[config.mk]
export PLATFORM = sky130hd
export DESIGN_NAME = reg_read_port_flat
export DESIGN_NICKNAME = d
export VERILOG_FILES = /design/src/rtl/reg_read_port_pkg.sv /design/src/rtl/reg_read_port_if.sv /design/src/rtl/reg_read_port_rout_decoder.sv /design/src/rtl/reg_read_port.sv /design/src/flat_wrapper.sv
export SDC_FILE = /design/constraint.sdc
export NUM_CORES = 1
export LEC_CHECK = 0
export CORE_AREA = 2 2 227 229
export DETAILED_ROUTE_END_ITERATION = 6
export DIE_AREA = 0 0 229 231
export PLACE_DENSITY_LB_ADDON = 0.05
export SLEW_MARGIN = 0
export SYNTH_ARGS = -nofsm -noshare
export SYNTH_HDL_FRONTEND = slang
export SYNTH_SLANG_ARGS = --single-unit
[constraint.sdc]
create_clock -name clk -period 1.9 [get_ports clk]
set_input_delay 0.38 -clock clk [delete_from_list [all_inputs] [get_ports clk]]
set_output_delay 0.38 -clock clk [all_outputs]
set_load 0.02 [all_outputs]
[src/rtl/reg_read_port_pkg.sv]
// -----------------------------------------------------------------------------
// reg_read_port_pkg
// Shared definitions for the register read port:
//   - DEF_WIDTH / DEF_NREGS : default data width and register count
//   - state_t               : FSM state encoding (IDLE, SELECT, HOLD)
//   - is_pow2()             : elaboration-time helper for parameter checks
// -----------------------------------------------------------------------------
package reg_read_port_pkg;

    localparam int DEF_WIDTH = 32;
    localparam int DEF_NREGS = 16;

    typedef enum logic [1:0] {
        ST_IDLE   = 2'd0,
        ST_SELECT = 2'd1,
        ST_HOLD   = 2'd2
    } state_t;

    function automatic bit is_pow2(input int n);
        return (n > 1) && ((n & (n - 1)) == 0);
    endfunction

endpackage : reg_read_port_pkg

[src/rtl/reg_read_port_if.sv]
// -----------------------------------------------------------------------------
// reg_read_port_if
// Request and read-data bus of the register read port.
//
// Handshake rules (both channels):
//   A transfer happens on a rising clk edge where valid and ready are both 1.
//   The side driving valid keeps its payload stable while valid=1 and ready=0.
//   - Request channel : req_valid/req_addr/req_len from master, req_ready from
//                       slave. req_ready is 1 only while the slave is idle; a
//                       request offered while it is busy is dropped, not queued.
//   - Read channel    : bus_valid/bus_data/bus_last from slave, bus_ready from
//                       master. bus_ready is only looked at while a word is held.
//
// Modports:
//   slave  : the read port itself (accepts requests, produces words)
//   master : the requester / word consumer
// -----------------------------------------------------------------------------
interface reg_read_port_if
    import reg_read_port_pkg::*;
#(
    parameter int WIDTH = DEF_WIDTH,
    parameter int NREGS = DEF_NREGS
) ();

    localparam int AW = (NREGS > 1) ? $clog2(NREGS) : 1;

    logic             req_valid;
    logic             req_ready;
    logic [AW-1:0]    req_addr;
    logic [AW-1:0]    req_len;

    logic [WIDTH-1:0] bus_data;
    logic             bus_valid;
    logic             bus_ready;
    logic             bus_last;

    modport slave (
        input  req_valid,
        input  req_addr,
        input  req_len,
        input  bus_ready,
        output req_ready,
        output bus_data,
        output bus_valid,
        output bus_last
    );

    modport master (
        output req_valid,
        output req_addr,
        output req_len,
        output bus_ready,
        input  req_ready,
        input  bus_data,
        input  bus_valid,
        input  bus_last
    );

endinterface : reg_read_port_if

[src/rtl/reg_read_port_rout_decoder.sv]
// -----------------------------------------------------------------------------
// rout_decoder
// One-hot decoder for the register output-enable strobes.
// Ports:
//   idx_i    : register index (log2(NREGS) bits)
//   en_i     : decode enable; output is all-zero when 0
//   onehot_o : NREGS-bit one-hot strobe, bit idx_i set when enabled
// -----------------------------------------------------------------------------
module rout_decoder #(
    parameter int NREGS = 16,
    parameter int AW    = $clog2(NREGS)
) (
    input  logic [AW-1:0]    idx_i,
    input  logic             en_i,
    output logic [NREGS-1:0] onehot_o
);

    always_comb begin
        onehot_o = '0;
        if (en_i) begin
            onehot_o[idx_i] = 1'b1;
        end
    end

endmodule : rout_decoder

[src/rtl/reg_read_port.sv]
// -----------------------------------------------------------------------------
// reg_read_port
// Burst read port over a flat register bank. A request names a first register
// and a length; the block walks the registers one at a time, strobing the
// register's output enable for one cycle (SELECT), then presenting the captured
// word on the read bus until the consumer takes it (HOLD). Addresses wrap
// modulo NREGS.
//
// Ports:
//   clk     : system clock, rising edge
//   clr     : asynchronous active-low reset
//   rp      : request + read bus (slave modport of reg_read_port_if)
//   regs_q  : flattened register outputs, register i at [i*WIDTH +: WIDTH]
//   rout    : one-hot register output-enable strobe (SELECT only)
//   state_o : current FSM state, for observation
// -----------------------------------------------------------------------------
module reg_read_port
    import reg_read_port_pkg::*;
#(
    parameter int WIDTH = DEF_WIDTH,
    parameter int NREGS = DEF_NREGS
) (
    input  logic                   clk,
    input  logic                   clr,
    reg_read_port_if.slave         rp,
    input  logic [NREGS*WIDTH-1:0] regs_q,
    output logic [NREGS-1:0]       rout,
    output state_t                 state_o
);

    localparam int AW = $clog2(NREGS);

    // The address counter relies on natural AW-bit wraparound.
    if (!is_pow2(NREGS)) begin : g_bad_nregs
        $error("reg_read_port: NREGS must be a power of two greater than 1");
    end

    // ---------------------------------------------------------------------
    // Register bank as an array so the read mux indexes by cur_addr directly
    // ---------------------------------------------------------------------
    logic [WIDTH-1:0] regs_arr [NREGS];

    for (genvar g = 0; g < NREGS; g++) begin : g_unpack
        assign regs_arr[g] = regs_q[g*WIDTH +: WIDTH];
    end

    // ---------------------------------------------------------------------
    // State
    // ---------------------------------------------------------------------
    state_t           state_q;
    logic [AW-1:0]    cur_addr_q;
    logic [AW-1:0]    rem_q;
    logic [WIDTH-1:0] bus_data_q;
    logic             bus_valid_q;
    logic             bus_last_q;

    logic [WIDTH-1:0] sel_word;

    assign sel_word = regs_arr[cur_addr_q];

    always_ff @(posedge clk or negedge clr) begin
        if (!clr) begin
            state_q     <= ST_IDLE;
            cur_addr_q  <= '0;
            rem_q       <= '0;
            bus_data_q  <= '0;
            bus_valid_q <= 1'b0;
            bus_last_q  <= 1'b0;
        end else begin
            case (state_q)
                ST_IDLE: begin
                    // req_ready is 1 here by construction
                    if (rp.req_valid) begin
                        cur_addr_q <= rp.req_addr;
                        rem_q      <= rp.req_len;
                        state_q    <= ST_SELECT;
                    end
                end

                ST_SELECT: begin
                    // Capture happens while the strobe for cur_addr is active.
                    bus_data_q  <= sel_word;
                    bus_valid_q <= 1'b1;
                    bus_last_q  <= (rem_q == '0);
                    state_q     <= ST_HOLD;
                end

                ST_HOLD: begin
                    if (rp.bus_ready) begin
                        bus_valid_q <= 1'b0;
                        bus_last_q  <= 1'b0;
                        if (rem_q == '0) begin
                            state_q <= ST_IDLE;
                        end else begin
                            cur_addr_q <= cur_addr_q + 1'b1;
                            rem_q      <= rem_q - 1'b1;
                            state_q    <= ST_SELECT;
                        end
                    end
                end

                default: begin
                    state_q     <= ST_IDLE;
                    bus_valid_q <= 1'b0;
                    bus_last_q  <= 1'b0;
                end
            endcase
        end
    end

    // ---------------------------------------------------------------------
    // Output-enable strobe, only while selecting
    // ---------------------------------------------------------------------
    rout_decoder #(
        .NREGS (NREGS),
        .AW    (AW)
    ) u_rout_decoder (
        .idx_i    (cur_addr_q),
        .en_i     (state_q == ST_SELECT),
        .onehot_o (rout)
    );

    // ---------------------------------------------------------------------
    // Bus outputs
    // ---------------------------------------------------------------------
    assign rp.req_ready = (state_q == ST_IDLE);
    assign rp.bus_data  = bus_data_q;
    assign rp.bus_valid = bus_valid_q;
    assign rp.bus_last  = bus_last_q;
    assign state_o      = state_q;

endmodule : reg_read_port

[src/flat_wrapper.sv]
// flat-port wrapper written by rule: the top's interface ports become plain ports
module reg_read_port_flat import reg_read_port_pkg::*;
#(
    parameter int WIDTH = DEF_WIDTH,
    parameter int NREGS = DEF_NREGS
)
  (clk, clr, regs_q, rout, state_o, rp_req_valid, rp_req_addr, rp_req_len, rp_bus_ready, rp_req_ready, rp_bus_data, rp_bus_valid, rp_bus_last);
  reg_read_port_if #(.WIDTH(WIDTH), .NREGS(NREGS)) rp_i ();
  input  logic clk;
  input  logic clr;
  input  logic [NREGS*WIDTH-1:0] regs_q;
  output logic [NREGS-1:0] rout;
  output state_t state_o;
  input wire logic [$bits(rp_i.req_valid)-1:0] rp_req_valid;
  input wire logic [$bits(rp_i.req_addr)-1:0] rp_req_addr;
  input wire logic [$bits(rp_i.req_len)-1:0] rp_req_len;
  input wire logic [$bits(rp_i.bus_ready)-1:0] rp_bus_ready;
  output wire logic [$bits(rp_i.req_ready)-1:0] rp_req_ready;
  output wire logic [$bits(rp_i.bus_data)-1:0] rp_bus_data;
  output wire logic [$bits(rp_i.bus_valid)-1:0] rp_bus_valid;
  output wire logic [$bits(rp_i.bus_last)-1:0] rp_bus_last;
  assign rp_i.req_valid = rp_req_valid;
  assign rp_i.req_addr = rp_req_addr;
  assign rp_i.req_len = rp_req_len;
  assign rp_i.bus_ready = rp_bus_ready;
  assign rp_req_ready = rp_i.req_ready;
  assign rp_bus_data = rp_i.bus_data;
  assign rp_bus_valid = rp_i.bus_valid;
  assign rp_bus_last = rp_i.bus_last;
  reg_read_port #(.WIDTH(WIDTH), .NREGS(NREGS)) u_core (.clk(clk), .clr(clr), .rp(rp_i), .regs_q(regs_q), .rout(rout), .state_o(state_o));
endmodule
# Word-level counts from Yosys, hierarchy flattened

Index checks and enable logic that the tools add are counted.

Bitwise gates (word level): 2
Add/sub/neg operators: 2
Equal/unequal tests: 5
Muxes and demuxes: 21
Reduce and logical (&&, ||, !) cells: 7
Magnitude comparators: 3

Operators by type and width:

| kind                                                                   | count |
|---|---|
| 32-bit binary-select mux with 4-bit select                             | 1 |
| 32-bit two-way mux                                                     | 2 |
| 4-bit two-way mux                                                      | 6 |
| 16-bit two-way mux                                                     | 1 |
| 4-bit case mux with 2 select lines                                     | 2 |
| 2-bit inequality test (second input constant)                          | 3 |
| 1-bit case mux with 3 select lines                                     | 2 |
| 2-bit case mux with 3 select lines                                     | 1 |
| 5-bit >= comparator (second input constant)                            | 1 |
| 4-bit by 5-bit < comparator with 1-bit output (second input constant)  | 1 |
| 4-bit NOT with 5-bit output                                            | 1 |
| 4-bit by 1-bit adder with 4-bit output (second input constant)         | 1 |
| 1-bit demux with 4-bit select                                          | 1 |
| 4-bit by 1-bit >= comparator with 1-bit output (second input constant) | 1 |
| 4-bit zero test                                                        | 1 |
| 2-bit two-way mux                                                      | 2 |
| 2-bit AND reduction                                                    | 2 |
| 4-bit AND reduction                                                    | 1 |
| 4-bit by 1-bit subtractor with 4-bit output (second input constant)    | 1 |
| 1-bit two-way mux                                                      | 3 |
| 2-bit by 1-bit == test with 1-bit output (second input constant)       | 1 |
| 2-bit == test (second input constant)                                  | 1 |
| 2-bit zero test                                                        | 1 |
| 2-bit nonzero test                                                     | 1 |
| 2 further kinds                                                        | 2 |

Flip-flop bits (word level): 44
Word-level logic and storage cells: 46
Bits of input ports: 524
Output and inout port bits: 53

# Depth between registers and ports, before layout

Depth in word-level cells: 5
Mapped depth: 9
Depth with buffers taken out: 6

# Hierarchy

From an unflattened synthesis, not the netlist that was laid out.

Cell total of the unflattened synthesis: 644
Area total of the unflattened synthesis: 6140.9 um2

Modules (own cells, without submodules):

| module        | seq. area each (um2) | cells each | area an instance (um2) | instances |
|---|---|---|---|---|
| reg_read_port | 1101.1               | 621        | 6023.3                 | 1 |
| rout_decoder  | 0.0                  | 23         | 117.6                  | 1 |

# Least setup slack after synthesis

Ideal clock, no wire load.

Path type: register to output
From: reg u_core.state_q[1] (netlist: u_core.state_o[1])
To: out rout[2]
Data arrival time: 1.646 ns
Data required time: 1.520 ns
Path buffers: 3
Path slack: -0.126 ns
Cell stages (with the launch flop): 7
Cells stage by stage: dfrtp_1 -> buf_2 -> nor2b_1 -> buf_2 -> buf_2 -> nand2_1 -> nor3_1

Cells in the longest elaborated chain, start to end: 2

Ends and longest elaborated chain:

| item                                     | line                             | source |
|---|---|---|
| start, declared                          | reg_read_port.sv:50              | `state_t state_q;` |
| start signal, assigned                   | reg_read_port.sv:63              | `state_q <= ST_IDLE;` |
| start signal, assigned                   | reg_read_port.sv:76              | `state_q <= ST_SELECT;` |
| start signal, assigned                   | reg_read_port.sv:85              | `state_q <= ST_HOLD;` |
| 2-bit by 1-bit == test with 1-bit output | reg_read_port.sv:119             | `.en_i (state_q == ST_SELECT),` |
| 16-bit two-way mux                       | reg_read_port_rout_decoder.sv:20 | `if (en_i) begin` |
| end, declared                            | flat_wrapper.sv:12               | `output logic [NREGS-1:0] rout;` |

No other way between the ends.

# Worst setup path after layout

From: reg u_core.cur_addr_q[1]
To: reg u_core.bus_data_q[16] (netlist: u_core.rp.bus_data[16])

Cells in the longest elaborated chain, start to end: 4

Ends and longest elaborated chain:

| item                                                   | line                | source |
|---|---|---|
| start, declared                                        | reg_read_port.sv:51 | `logic [AW-1:0] cur_addr_q;` |
| start signal, assigned                                 | reg_read_port.sv:74 | `cur_addr_q <= rp.req_addr;` |
| start signal, assigned                                 | reg_read_port.sv:95 | `cur_addr_q <= cur_addr_q + 1'b1;` |
| 4-bit NOT with 5-bit output (implied by the code)      | reg_read_port.sv:59 | `assign sel_word = regs_arr[cur_addr_q];` |
| 32-bit binary-select mux with 4-bit select             | reg_read_port.sv:59 |  |
| 32-bit two-way mux (implied by the code) (2 in series) | reg_read_port.sv:59 |  |
| end signal, assigned                                   | reg_read_port.sv:82 | `bus_data_q <= sel_word;` |
| end, declared                                          | reg_read_port.sv:53 | `logic [WIDTH-1:0] bus_data_q;` |

No other way between the ends. The select of a mux whose other input is x is not followed.
A chain may end at the register's enable or synchronous reset.

==> results.md <==
Timing:
- Timing would allow up to 521 MHz.
- The post-layout minimum cycle time is 1920 ps.
- The part of the cycle the worst path needs is 101%.
- The worst path setup slack after routing is -20.2 ps.
- The clock skew after layout is 6.55 ps.
- For the pin with the worst max-slew slack, the measured transition is 744 ps.
- For the final routed database, the setup TNS stands at -20.2 ps.
- The number of pins with negative max-slew slack in the final report is 0.
- Across all hold checks on the routed design, the worst slack comes to 41.7 ps.
- Setup violations remaining at the end of the flow were counted as 1.
- The hold violation total from the final report is 0.
- Setup repair after global routing could not meet its margin everywhere.
- The worst max-slew margin expressed relative to the limit is 50.4%.

Logic synthesis:
- The net count of the mapped netlist is 1,200.
- Yosys printed 0 warnings.
- The number of distinct standard cells referenced by the synthesized netlist is 57.
- The synthesized design devotes to its leading area cell type 22.0% of total area.
- The cell type contributing the most total cell area after synthesis is sky130_fd_sc_hd__mux2i_1.
- The synthesized design contains 0 enable-type register cells.
- After synthesis, the mean cell area works out to 9.28 um2.
- Counting every instance in the synthesized netlist gives 671.
- Synthesis inferred 44 register bits.
- The synthesized netlist occupies a cell area of 6230 um2.
- In the synthesized netlist the async set-or-reset flop fraction comes to 100%.
- The most frequently used flop master after synthesis is sky130_fd_sc_hd__dfrtp_1.
- Sorting the synthesized cells by area gives the leading types as sky130_fd_sc_hd__mux2i_1 (22%), sky130_fd_sc_hd__dfrtp_1 (18%), sky130_fd_sc_hd__mux4_2 (15%), sky130_fd_sc_hd__nor2_1 (3.7%), sky130_fd_sc_hd__a221oi_1 (3.0%).
- Sequential elements use 17.7% of the synthesized area.

Floorplanning:
- The floorplan has 83 rows.
- The area of the die is 52,900 um2.
- The effective utilization at floorplan is 12.3%.
- The core area is 50,700 um2.
- From left edge to right edge, the die measures 229 um.
- The y dimension of the die is 231 um.
- The number of top-level design ports is 577.

Clock tree:
- Clock tree synthesis inserted a total of 5 buffers.
- At the later pin of the worst-skew pair, clock insertion delay measures 310 ps.
- The number of levels the H-tree was split into is 2.
- Clock-pin slew was measured on the worst setup and hold paths at 80 ps.
- The clock root buffer is sky130_fd_sc_hd__clkbuf_16.
- In this run the deepest clock path goes through 2 buffers.
- TritonCTS built the clock tree.
- The clock net in this run drives a total of 44 sinks.

Placement:
- In this run the tool buffered the top-level ports with 576 buffer cells.
- The congestion estimate from routability-driven global placement came to 0.799.
- The number of placed instances, taps included, is 1,929.
- The placed wire-length estimate after detailed placement is 37,300 um.

Detailed routing:
- The vias per cell is 4.10.
- The routed design has 45,600 um of wire.
- The detailed-route DRC error count is 0.
- The overall via count from detail_route is 8,093.
- The first routing iteration left 271 violations.
- The count of nets left with antenna violations after detail routing is 0.
- The pre-antenna-repair detailed-routing pass consisted of 4 iterations.
- The post-detailed-route wirelength per cell is 23.1 um.

Finish:
- Leaving out fill and tap cells, the most frequent cell in the layout is sky130_fd_sc_hd__clkdlybuf4s50_1.
- Cells fill 28.1% of the core in the end.
- The non-filler instance count after layout is 1,973.
- The total of fill cells in the finished design is 5,516.
- The top cell types in the final layout, fill and taps aside, are sky130_fd_sc_hd__clkdlybuf4s50_1 (556), sky130_fd_sc_hd__mux2i_1 (131), sky130_fd_sc_hd__buf_4 (76), sky130_fd_sc_hd__nor2_1 (53), sky130_fd_sc_hd__mux4_2 (42).
- In the final layout, the share of cells above drive strength 1 is 21.8%.
- The net count of the finished layout is 1,820.
- The area added between synthesis and finish is 129%.

Worst setup path:
- The type of origin of the critical path is a flop.
- At the worst endpoint, the required time is 2140 ps.
- The critical path endpoint category is a flop.
- The critical path is of the flop to flop type.
- The largest fanout on the critical path is 7.
- For the worst setup path, the data arrival time is 2160 ps.

Global route:
- For this run, the total global-route usage over all layers was measured as 16.0%.
- The met1 global-route usage is 19.3%.
- The global routing stage identified its most utilized layer as met2.
- The met2 track demand over resource is 29.9%.
- The initial antenna violation count is 2.
- The number of global-route vias before repair is 8,727.
- The pin count of the biggest net entering global routing is 45.
- After global routing the overflow that remains totals 0.
- For met3 alone, demand over resource in global routing was 3.63%.
- The wire length of the first global-routing pass is 62,300 um.

Hold path:
- The worst hold-check path type is primary input to asynchronous set/reset pin.

Status:
- The run finished, with violations left.
- The checks that failed: setup timing.

Power and ir drop:
- IR analysis of the VDD net gives a maximum drop of 473 uV.
- For this design the ratio of total power to cell area is 1210 nW/um2.
- Summed over all cells, the static leakage comes to 5.50 nW.

Run:
- Across the run, the number of max-cap violations was 0.
==> cells by family (layout without fill, tap and decap cells) <==
family                   count (synthesis)  in the layout  share of synthesized area (%)
AND/OR/NAND/NOR                        160            161                           13.1
AO/OA/AOI/OAI                          196            196                           21.0
other                                    0              1                              0
buffers and inverters                   77            697                           8.20
flip-flops                              44             44                           17.7
multiplexers                           189            189                           39.0
adder cells (fa/ha/maj)                  5              5                           1.00
==> where the power goes <==
| group | internal, mW | total (mW) | switching (mW) |
|---|---|---|---|
| clock network | 0.622 | 1.11 | 0.488 |
| registers | 1.44 | 1.81 | 0.368 |
| logic | 7.15 | 14.3 | 7.19 |
| total | 9.21 | 17.3 | 8.05 |
==> path summary, 6_finish.rpt <==
check | start | to | slack, ps | depth (start not counted)
worst max-delay path | u_core.cur_addr_q[1]$_DFFE_PN0P_ | u_core.rp.bus_data[16]$_DFFE_PN0P_ | -20 | 8
worst min register to register | u_core.rp.bus_valid$_DFFE_PN0P_ | u_core.rp.bus_valid$_DFFE_PN0P_ | 490 | 1
worst min-delay path | clr | u_core.rp.bus_last$_DFFE_PN0P_ | 40 | 2
worst max register to register | u_core.cur_addr_q[1]$_DFFE_PN0P_ | u_core.rp.bus_data[16]$_DFFE_PN0P_ | -20 | 8
max in group asynchronous | clr | u_core.cur_addr_q[0]$_DFFE_PN0P_ | 1560 | 2
min in group clk | u_core.rp.bus_valid$_DFFE_PN0P_ | u_core.rp.bus_valid$_DFFE_PN0P_ | 490 | 1
==> synthesized netlist by cell type, drive strengths merged, types with 17 or more instances <==
cell type	number
a21oi	31
o22ai	29
nor2	63
o21ai	45
nand2	28
dfrtp	44
nand3	17
a31oi	17
a221oi	22
buf	57
mux4	42
mux2i	137
==> registers in the layout, summed over array words and instances, names as in the netlist <==
| register | cells |
|---|---|
| u_core.rp.bus_valid | 1 |
| u_core.state_o | 2 |
| u_core.rem_q | 4 |
| u_core.rp.bus_data | 32 |
| u_core.rp.bus_last | 1 |
| u_core.cur_addr_q | 4 |
==> critical path, stage by stage, from the launching register on <==
cell,delay (ps)
sky130_fd_sc_hd__dfrtp_4,550
sky130_fd_sc_hd__buf_6,170
sky130_fd_sc_hd__buf_6,140
sky130_fd_sc_hd__and2_4,200
sky130_fd_sc_hd__buf_12,170
sky130_fd_sc_hd__a221oi_2,210
sky130_fd_sc_hd__o21ai_1,100
sky130_fd_sc_hd__buf_4,150
sky130_fd_sc_hd__a31oi_4,160
==> cell type report <==
class,count,area [um2],area share [%]
multi-input cells,551,5110,35.9
repair buffers,683,6980,49.0
flip-flops and latches,44,1110,7.81
inverters,6,25.0,0.176
diodes,1,2.50,0.0176
clock buffers,5,125,0.878
clock inverters,3,42.5,0.298
well taps,680,851,5.97
==> repair_timing <==
action,in CTS,in global routing
pin swaps,4,26
gates resized for setup,116,108
gates cloned,1,5
setup endpoints to repair,49,48
hold buffers,0,0
buffers inserted,4,25
==> routing by layer <==
metal	vias up	wire [um]
met5	-	26
met4	4	213
met3	16	2320
met2	250	24200
met1	3944	18900
li1	3879	-
==> stage by stage <==
step	instance area [um2]	power [mW]	setup WS [ps]
global placement	13100	14.3	-265
finish	14300	17.3	-20.2
CTS	13500	16.0	-81.1
detailed placement	13100	14.3	-247
global route	14300	18.6	-86.7
floorplan	6250	8.93	19.3
Power figures use the tool's default switching activity.
